<file path="src/rtl/simon_pkg.sv">
// Shared Simon Says screen geometry, tile colours and draw FSM state type.
package simon_pkg;

    localparam int SCREEN_W = 160;
    localparam int SCREEN_H = 120;

    localparam logic [2:0] DIM_COLOUR = 3'b000;

    typedef enum logic [1:0] {
        ST_IDLE = 2'd0,
        ST_DRAW = 2'd1,
        ST_DONE = 2'd2
    } draw_state_e;

    // Tile 0 top-left, 1 top-right, 2 bottom-left, 3 bottom-right.
    function automatic logic [7:0] tile_ox(input logic [1:0] t);
        return t[0] ? 8'd88 : 8'd56;
    endfunction

    function automatic logic [6:0] tile_oy(input logic [1:0] t);
        return t[1] ? 7'd68 : 7'd36;
    endfunction

    // Green, red, yellow, blue.
    function automatic logic [2:0] tile_lit(input logic [1:0] t);
        logic [2:0] c;
        case (t)
            2'd0:    c = 3'b010;
            2'd1:    c = 3'b100;
            2'd2:    c = 3'b110;
            default: c = 3'b001;
        endcase
        return c;
    endfunction

endpackage

</file>
<file path="src/rtl/tile_draw_ctrl_if.sv">
// Requester and VGA-adapter signals of the tile draw controller.
interface tile_draw_ctrl_if;
    logic       req_a;
    logic [1:0] tile_a;
    logic       lit_a;
    logic       ack_a;
    logic       req_b;
    logic [1:0] tile_b;
    logic       lit_b;
    logic       ack_b;
    logic [7:0] x_out;
    logic [6:0] y_out;
    logic [2:0] colour_out;
    logic       plot;
    logic       busy;

    modport master (
        output req_a, tile_a, lit_a, req_b, tile_b, lit_b,
        input  ack_a, ack_b, x_out, y_out, colour_out, plot, busy
    );

    modport slave (
        input  req_a, tile_a, lit_a, req_b, tile_b, lit_b,
        output ack_a, ack_b, x_out, y_out, colour_out, plot, busy
    );
endinterface

</file>
<file path="src/rtl/tile_draw_ctrl_rr_arbiter2.sv">
// Two-requester round-robin arbiter; grants are combinational, the
// last-grant pointer only moves on a granted cycle with en_i high.
module rr_arbiter2 (
    input  logic clk,
    input  logic resetn,
    input  logic req_a_i,
    input  logic req_b_i,
    input  logic en_i,
    output logic gnt_a_o,
    output logic gnt_b_o
);
    // 0 = A was granted last, 1 = B was granted last.
    logic last_b_q;

    assign gnt_a_o = req_a_i & (~req_b_i | last_b_q);
    assign gnt_b_o = req_b_i & (~req_a_i | ~last_b_q);

    // Remember who won; starts as B so A wins the first tie.
    always_ff @(posedge clk) begin
        if (!resetn)
            last_b_q <= 1'b1;
        else if (en_i && (gnt_a_o || gnt_b_o))
            last_b_q <= gnt_b_o;
    end
endmodule

</file>
<file path="src/rtl/tile_draw_ctrl.sv">
// Draws one whole Simon Says tile per granted request, one pixel per clock.
module tile_draw_ctrl
    import simon_pkg::*;
#(
    parameter int TILE_W = 16,
    parameter int TILE_H = 16
) (
    input  logic             clk,
    input  logic             resetn,
    tile_draw_ctrl_if.slave  bus_if
);
    localparam int CW = 6;

    draw_state_e   state_q, state_d;
    logic [CW-1:0] cx_q, cx_d, cy_q, cy_d;
    logic [CW-1:0] nx, ny;
    logic [1:0]    tile_q, tile_d;
    logic          lit_q, lit_d;
    logic          sel_b_q, sel_b_d;
    logic [7:0]    x_q, x_d;
    logic [6:0]    y_q, y_d;
    logic [2:0]    col_q, col_d;
    logic          plot_q, plot_d, busy_q, busy_d;
    logic          ack_a_q, ack_a_d, ack_b_q, ack_b_d;
    logic          gnt_a, gnt_b;

    rr_arbiter2 u_arb (
        .clk     (clk),
        .resetn  (resetn),
        .req_a_i (bus_if.req_a),
        .req_b_i (bus_if.req_b),
        .en_i    (state_q == ST_IDLE),
        .gnt_a_o (gnt_a),
        .gnt_b_o (gnt_b)
    );

    // Next state: grant in IDLE, raster walk in DRAW, one ack cycle in DONE.
    always_comb begin
        state_d = state_q;
        cx_d    = cx_q;
        cy_d    = cy_q;
        tile_d  = tile_q;
        lit_d   = lit_q;
        sel_b_d = sel_b_q;
        x_d     = x_q;
        y_d     = y_q;
        col_d   = col_q;
        plot_d  = 1'b0;
        busy_d  = busy_q;
        ack_a_d = 1'b0;
        ack_b_d = 1'b0;
        nx      = cx_q;
        ny      = cy_q;
        unique case (state_q)
            ST_IDLE: begin
                busy_d = 1'b0;
                if (gnt_a || gnt_b) begin
                    tile_d  = gnt_b ? bus_if.tile_b : bus_if.tile_a;
                    lit_d   = gnt_b ? bus_if.lit_b  : bus_if.lit_a;
                    sel_b_d = gnt_b;
                    cx_d    = '0;
                    cy_d    = '0;
                    x_d     = tile_ox(tile_d);
                    y_d     = tile_oy(tile_d);
                    col_d   = lit_d ? tile_lit(tile_d) : DIM_COLOUR;
                    plot_d  = 1'b1;
                    busy_d  = 1'b1;
                    state_d = ST_DRAW;
                end
            end
            ST_DRAW: begin
                if (cx_q == CW'(TILE_W - 1) && cy_q == CW'(TILE_H - 1)) begin
                    ack_a_d = ~sel_b_q;
                    ack_b_d = sel_b_q;
                    state_d = ST_DONE;
                end else begin
                    if (cx_q == CW'(TILE_W - 1)) begin
                        nx = '0;
                        ny = cy_q + 1'b1;
                    end else begin
                        nx = cx_q + 1'b1;
                    end
                    cx_d   = nx;
                    cy_d   = ny;
                    // Coordinates wrap silently; no screen bounds check.
                    x_d    = tile_ox(tile_q) + 8'(nx);
                    y_d    = tile_oy(tile_q) + 7'(ny);
                    plot_d = 1'b1;
                end
            end
            ST_DONE: begin
                busy_d  = 1'b0;
                state_d = ST_IDLE;
            end
            default: state_d = ST_IDLE;
        endcase
    end

    // State and registered outputs; reset aborts any draw in progress.
    always_ff @(posedge clk) begin
        if (!resetn) begin
            state_q <= ST_IDLE;
            cx_q    <= '0;
            cy_q    <= '0;
            tile_q  <= '0;
            lit_q   <= 1'b0;
            sel_b_q <= 1'b0;
            x_q     <= '0;
            y_q     <= '0;
            col_q   <= '0;
            plot_q  <= 1'b0;
            busy_q  <= 1'b0;
            ack_a_q <= 1'b0;
            ack_b_q <= 1'b0;
        end else begin
            state_q <= state_d;
            cx_q    <= cx_d;
            cy_q    <= cy_d;
            tile_q  <= tile_d;
            lit_q   <= lit_d;
            sel_b_q <= sel_b_d;
            x_q     <= x_d;
            y_q     <= y_d;
            col_q   <= col_d;
            plot_q  <= plot_d;
            busy_q  <= busy_d;
            ack_a_q <= ack_a_d;
            ack_b_q <= ack_b_d;
        end
    end

    assign bus_if.x_out      = x_q;
    assign bus_if.y_out      = y_q;
    assign bus_if.colour_out = col_q;
    assign bus_if.plot       = plot_q;
    assign bus_if.busy       = busy_q;
    assign bus_if.ack_a      = ack_a_q;
    assign bus_if.ack_b      = ack_b_q;
endmodule
</file>
<file path="src/flat_wrapper.sv">
// flat-port wrapper written by rule: the top's interface ports become plain ports
module tile_draw_ctrl_flat import simon_pkg::*;
#(
    parameter int TILE_W = 16,
    parameter int TILE_H = 16
)
  (clk, resetn, bus_if_req_a, bus_if_tile_a, bus_if_lit_a, bus_if_req_b, bus_if_tile_b, bus_if_lit_b, bus_if_ack_a, bus_if_ack_b, bus_if_x_out, bus_if_y_out, bus_if_colour_out, bus_if_plot, bus_if_busy);
  tile_draw_ctrl_if bus_if_i ();
  input  logic clk;
  input  logic resetn;
  input wire logic [$bits(bus_if_i.req_a)-1:0] bus_if_req_a;
  input wire logic [$bits(bus_if_i.tile_a)-1:0] bus_if_tile_a;
  input wire logic [$bits(bus_if_i.lit_a)-1:0] bus_if_lit_a;
  input wire logic [$bits(bus_if_i.req_b)-1:0] bus_if_req_b;
  input wire logic [$bits(bus_if_i.tile_b)-1:0] bus_if_tile_b;
  input wire logic [$bits(bus_if_i.lit_b)-1:0] bus_if_lit_b;
  output wire logic [$bits(bus_if_i.ack_a)-1:0] bus_if_ack_a;
  output wire logic [$bits(bus_if_i.ack_b)-1:0] bus_if_ack_b;
  output wire logic [$bits(bus_if_i.x_out)-1:0] bus_if_x_out;
  output wire logic [$bits(bus_if_i.y_out)-1:0] bus_if_y_out;
  output wire logic [$bits(bus_if_i.colour_out)-1:0] bus_if_colour_out;
  output wire logic [$bits(bus_if_i.plot)-1:0] bus_if_plot;
  output wire logic [$bits(bus_if_i.busy)-1:0] bus_if_busy;
  assign bus_if_i.req_a = bus_if_req_a;
  assign bus_if_i.tile_a = bus_if_tile_a;
  assign bus_if_i.lit_a = bus_if_lit_a;
  assign bus_if_i.req_b = bus_if_req_b;
  assign bus_if_i.tile_b = bus_if_tile_b;
  assign bus_if_i.lit_b = bus_if_lit_b;
  assign bus_if_ack_a = bus_if_i.ack_a;
  assign bus_if_ack_b = bus_if_i.ack_b;
  assign bus_if_x_out = bus_if_i.x_out;
  assign bus_if_y_out = bus_if_i.y_out;
  assign bus_if_colour_out = bus_if_i.colour_out;
  assign bus_if_plot = bus_if_i.plot;
  assign bus_if_busy = bus_if_i.busy;
  tile_draw_ctrl #(.TILE_W(TILE_W), .TILE_H(TILE_H)) u_core (.clk(clk), .resetn(resetn), .bus_if(bus_if_i));
endmodule
</file>
<file path="config.mk">
export PLATFORM = sky130hd
export DESIGN_NAME = tile_draw_ctrl_flat
export DESIGN_NICKNAME = d
export VERILOG_FILES = /design/src/rtl/simon_pkg.sv /design/src/rtl/tile_draw_ctrl_if.sv /design/src/rtl/tile_draw_ctrl_rr_arbiter2.sv /design/src/rtl/tile_draw_ctrl.sv /design/src/flat_wrapper.sv
export SDC_FILE = /design/constraint.sdc
export NUM_CORES = 1
export LEC_CHECK = 0
export ABC_AREA = 1
export CORE_MARGIN = 10
export CORE_UTILIZATION = 56
export DETAILED_ROUTE_END_ITERATION = 12
export GPL_ROUTABILITY_DRIVEN = 0
export GPL_TIMING_DRIVEN = 0
export PLACE_DENSITY = 0.84
export SLEW_MARGIN = 20
export SYNTH_ARGS = -nofsm -noshare
export SYNTH_HDL_FRONTEND = slang
export SYNTH_SLANG_ARGS = --single-unit
</file>
<file path="constraint.sdc">
create_clock -name clk -period 4.46 [get_ports clk]
set_input_delay 0.892 -clock clk [delete_from_list [all_inputs] [get_ports clk]]
set_output_delay 0.892 -clock clk [all_outputs]
set_load 0.01 [all_outputs]
</file>
==> out/qor.txt <==
Final hold violation count = 0
R2R Setup Slk = 2.28 ns
Die area = 5810 um^2
Grt met3 use = 3.54%
Tmin final = 2.58 ns
Starting DRC count in detailed routing = 197
WP data required = 4.70 ns
Simple-Gate Fraction of Synth Area = 29.2%
Register area share after synthesis = 39.6%
Reg area = 701 um^2
P_leak = 0.000981 uW
Cts bufs inserted = 5
Final worst path period share = 57.9%
Largest net degree at the start of global routing = 11
Root Driver = clkbuf_4
DR vias/cell = 5.11
CP max stage cell = clkdlybuf4s50_1
PD cells = 290 nW/um^2
Actual slew at the worst max-slew pin = 0.557 ns
PortBufs = 31
Largest family of logic cells by synthesized area = simple AND/OR/NAND/NOR gates
Global Route Usage Sum = 14.0%
Clk Latency, worst-skew pair = 0.34 ns
Worst r2r dst = u_core.bus_if.y_out[6]$_SDFFE_PN0P_
Clk slew on worst S/H paths = 0.10 ns
Final Net Count = 291
Synth Cell Area = 1770 um^2
Detailed Route WL = 4060 um
Layout cells sized above 1 = 12.1%
Wirelength per Cell = 12.8 um
Cell family with most CP delay = buffers and inverters
Busiest grt layer = met2
Synthesized flop and latch total = 35
Ys flop type = dfxtp_1
Number of I/O pins = 32
Synth Area in Adders = 5.65%
CP Cell Sequence = clkdlybuf4s50_1 -> nand2_1 -> nand2_1 -> inv_1 -> or2_2 -> o21ai_0 -> inv_1 -> ha_1 -> a32o_1
M2 GR Usage = 22.5%
Synthesized Nets = 253
Compound-Gate Fraction of Synth Area = 13.8%
Hold WC Path Type = reg2reg
Area occupied by multi-input gates = 905 um^2
RSZ-0062 raised after global routing = false
Post-synth EDFFs = 0
Hold-critical path depth = 1
First-pass GRT wire length = 6880 um
Routed Antenna Nets = 0
Reg2reg start = u_core.bus_if.x_out[0]$_SDFFE_PN0P_
CTS tree = built
Hold Path Sink = u_core.bus_if.ack_a$_SDFF_PN0_
Final Setup Violations = 0
Fin util = 72.4%
Clock buffer depth = 2
Count of final max-slew check failures = 0
DP Wirelength = 3050 um
Avg Synthesized Cell Area = 7.53 um^2
CP endpoint kind = flip-flop
Reg2reg path depth = 13
Maximum Capacitance Violations = 0
Die Ht = 76.2 um
Min-delay src = u_core.sel_b_q$_SDFFE_PN0P_
First drt pass iteration count = 5
Xor/xnor share of the synthesized area = 2.47%
Fill count = 260
Die Wd = 76.2 um
Via Count = 1620
Crit path buf inv count = 3
Setup TNS = 0 ns
F_max = 387 MHz
Syn Inst Count = 235
Worst setup SP type = primary input
H-tree depth = 2
CTS sink count = 35
GR Util met1 = 16.9%
Starting Density = 58.5%
Post-Route Skew = 0.00738 ns
DRC errors left = 0
Cts repair resizes = 0
Grt ovf = 0
Crit-path max FO = 4
Number of global-route vias before repair = 1502
Synth-to-Final Area Change = 23.8%
Outcome = finished clean
Row cnt = 20
Max incr delay on CP = 0.50 ns
Yosys warning total = 0
CP Class = in2reg
Post-CTS Hold Fix Bufs = 0
Max IR drop VDD = 213 uV
Portion of netlist area occupied by mux cells = 0%
Diodes inserted = 0
Ys async rst share = 0%
Initial antenna violation count = 0
Post-synthesis cell type count = 37
Rel. slew slack = 62.8%
CORE AREA = 3030 um^2
Data arrival, critical path = 2.82 ns
# Post-CTS Setup Buffers = 0
-- cell usage after synthesis, drive strengths merged (2+ instances only) --
library cell	count	area [um^2]
ha	8	100
o21ai	14	73.8
xor2	2	17.5
nor2	19	90.1
inv	26	97.6
a32o	2	20.0
dfxtp	35	701
nand4	5	31.3
xnor2	3	26.3
nand3	17	103
nand2	66	275
a31oi	2	12.5
a21oi	18	97.6
buf	8	57.6
-- worst max-delay path by stage --
| stage | start | end | slack [ns] | depth (start not counted) |
|---|---|---|---|---|
| after detailed placement | bus_if_req_a | u_core.bus_if.colour_out[2]$_SDFFE_PN0P_ | 1.53 | 9 |
| after floorplan | bus_if_req_a | u_core.bus_if.colour_out[2]$_SDFFE_PN0P_ | 2.23 | 8 |
| after global routing | bus_if_req_a | u_core.bus_if.colour_out[2]$_SDFFE_PN0P_ | 1.75 | 9 |
| after global placement | bus_if_req_a | u_core.bus_if.colour_out[2]$_SDFFE_PN0P_ | 1.54 | 9 |
| after CTS | bus_if_req_a | u_core.bus_if.colour_out[2]$_SDFFE_PN0P_ | 1.89 | 9 |
| final | bus_if_req_a | u_core.bus_if.colour_out[2]$_SDFFE_PN0P_ | 1.88 | 9 |
-- area by class of cell --
type | count | area share (%)
multi-input cells | 164 | 41.3
plain buffers | 9 | 2.85
clock buffers | 6 | 2.34
flip-flops and latches | 35 | 32.0
clock inverters | 1 | 0.228
well taps | 44 | 2.51
inverters | 27 | 4.68
repair buffers | 31 | 14.2
-- sequential cells by signal, summed over array words and instances, names as in the netlist --
name                      count
u_core.bus_if.ack_a           1
u_core.bus_if.ack_b           1
u_core.bus_if.busy            1
u_core.bus_if.colour_out      3
u_core.bus_if.plot            1
u_core.bus_if.x_out           8
u_core.bus_if.y_out           7
u_core.cx_q                   3
u_core.cy_q                   4
u_core.sel_b_q                1
u_core.state_q                2
u_core.tile_q                 2
u_core.u_arb.last_b_q         1
-- stage by stage --
step | total power [uW] | setup WS (ns) | cell area [um^2] | cells | hold slack (ns)
floorplan | 414 | 2.23 | 1770 | 235 | 0.412
global placement | 463 | 1.54 | 2140 | 310 | 0.425
detailed placement | 465 | 1.53 | 2140 | 310 | 0.434
CTS | 637 | 1.89 | 2190 | 317 | 0.446
global route | 668 | 1.75 | 2190 | 317 | 0.466
finish | 635 | 1.88 | 2190 | 317 | 0.439
-- worst register-to-register path, cell delays in order, from the launching register on --
cell and delay (ns):
dfxtp_1 0.44, ha_1 0.24, nand2_1 0.08, nor2_1 0.10
nand2_1 0.10, nor2_1 0.10, nand3_1 0.10, xnor2_1 0.21
ha_1 0.29, nand4_1 0.12, nand2_1 0.06, nand2_1 0.05
nand3_1 0.10, a21oi_2 0.12
-- power breakdown --
group	leakage, uW	switching [uW]	internal, uW	total [uW]
combinational	0.000661	65.9	52.7	119
sequential	0.000286	10.6	329	340
clock	0.0000341	104	73.0	177
total	0.000981	181	455	635
-- routing by layer --
| layer | wire [um] | part of all wire, % | vias up |
|---|---|---|---|
| li1 | - | - | 838 |
| met3 | 228 | 5.6 | 6 |
| met5 | 0 | 0 | - |
| met2 | 1920 | 47 | 38 |
| met4 | 65 | 1.6 | 0 |
| met1 | 1840 | 45 | 738 |
-- logic make-up after synthesis --
kind of cell,count (synthesis)
flip-flops,35
adder cells (fa/ha/maj),8
buffers and inverters,36
AO/OA/AOI/OAI,41
XOR/XNOR,5
AND/OR/NAND/NOR,110
-- cell usage in the layout (no fill, tap or decap), types with 2 or more instances in the layout --
master	n
a21oi_1	16
a21oi_2	2
a31oi_1	2
a32o_1	2
buf_4	5
clkbuf_4	5
clkdlybuf4s50_1	31
clkinv_2	2
dfxtp_1	35
ha_1	8
inv_1	23
inv_2	3
nand2_1	61
nand2_2	2
nand2_4	3
nand3_1	15
nand4_1	5
nor2_1	17
o21ai_0	5
o21ai_1	8
xnor2_1	3
xor2_1	2
No activity file was read; power rests on OpenSTA's default activity.
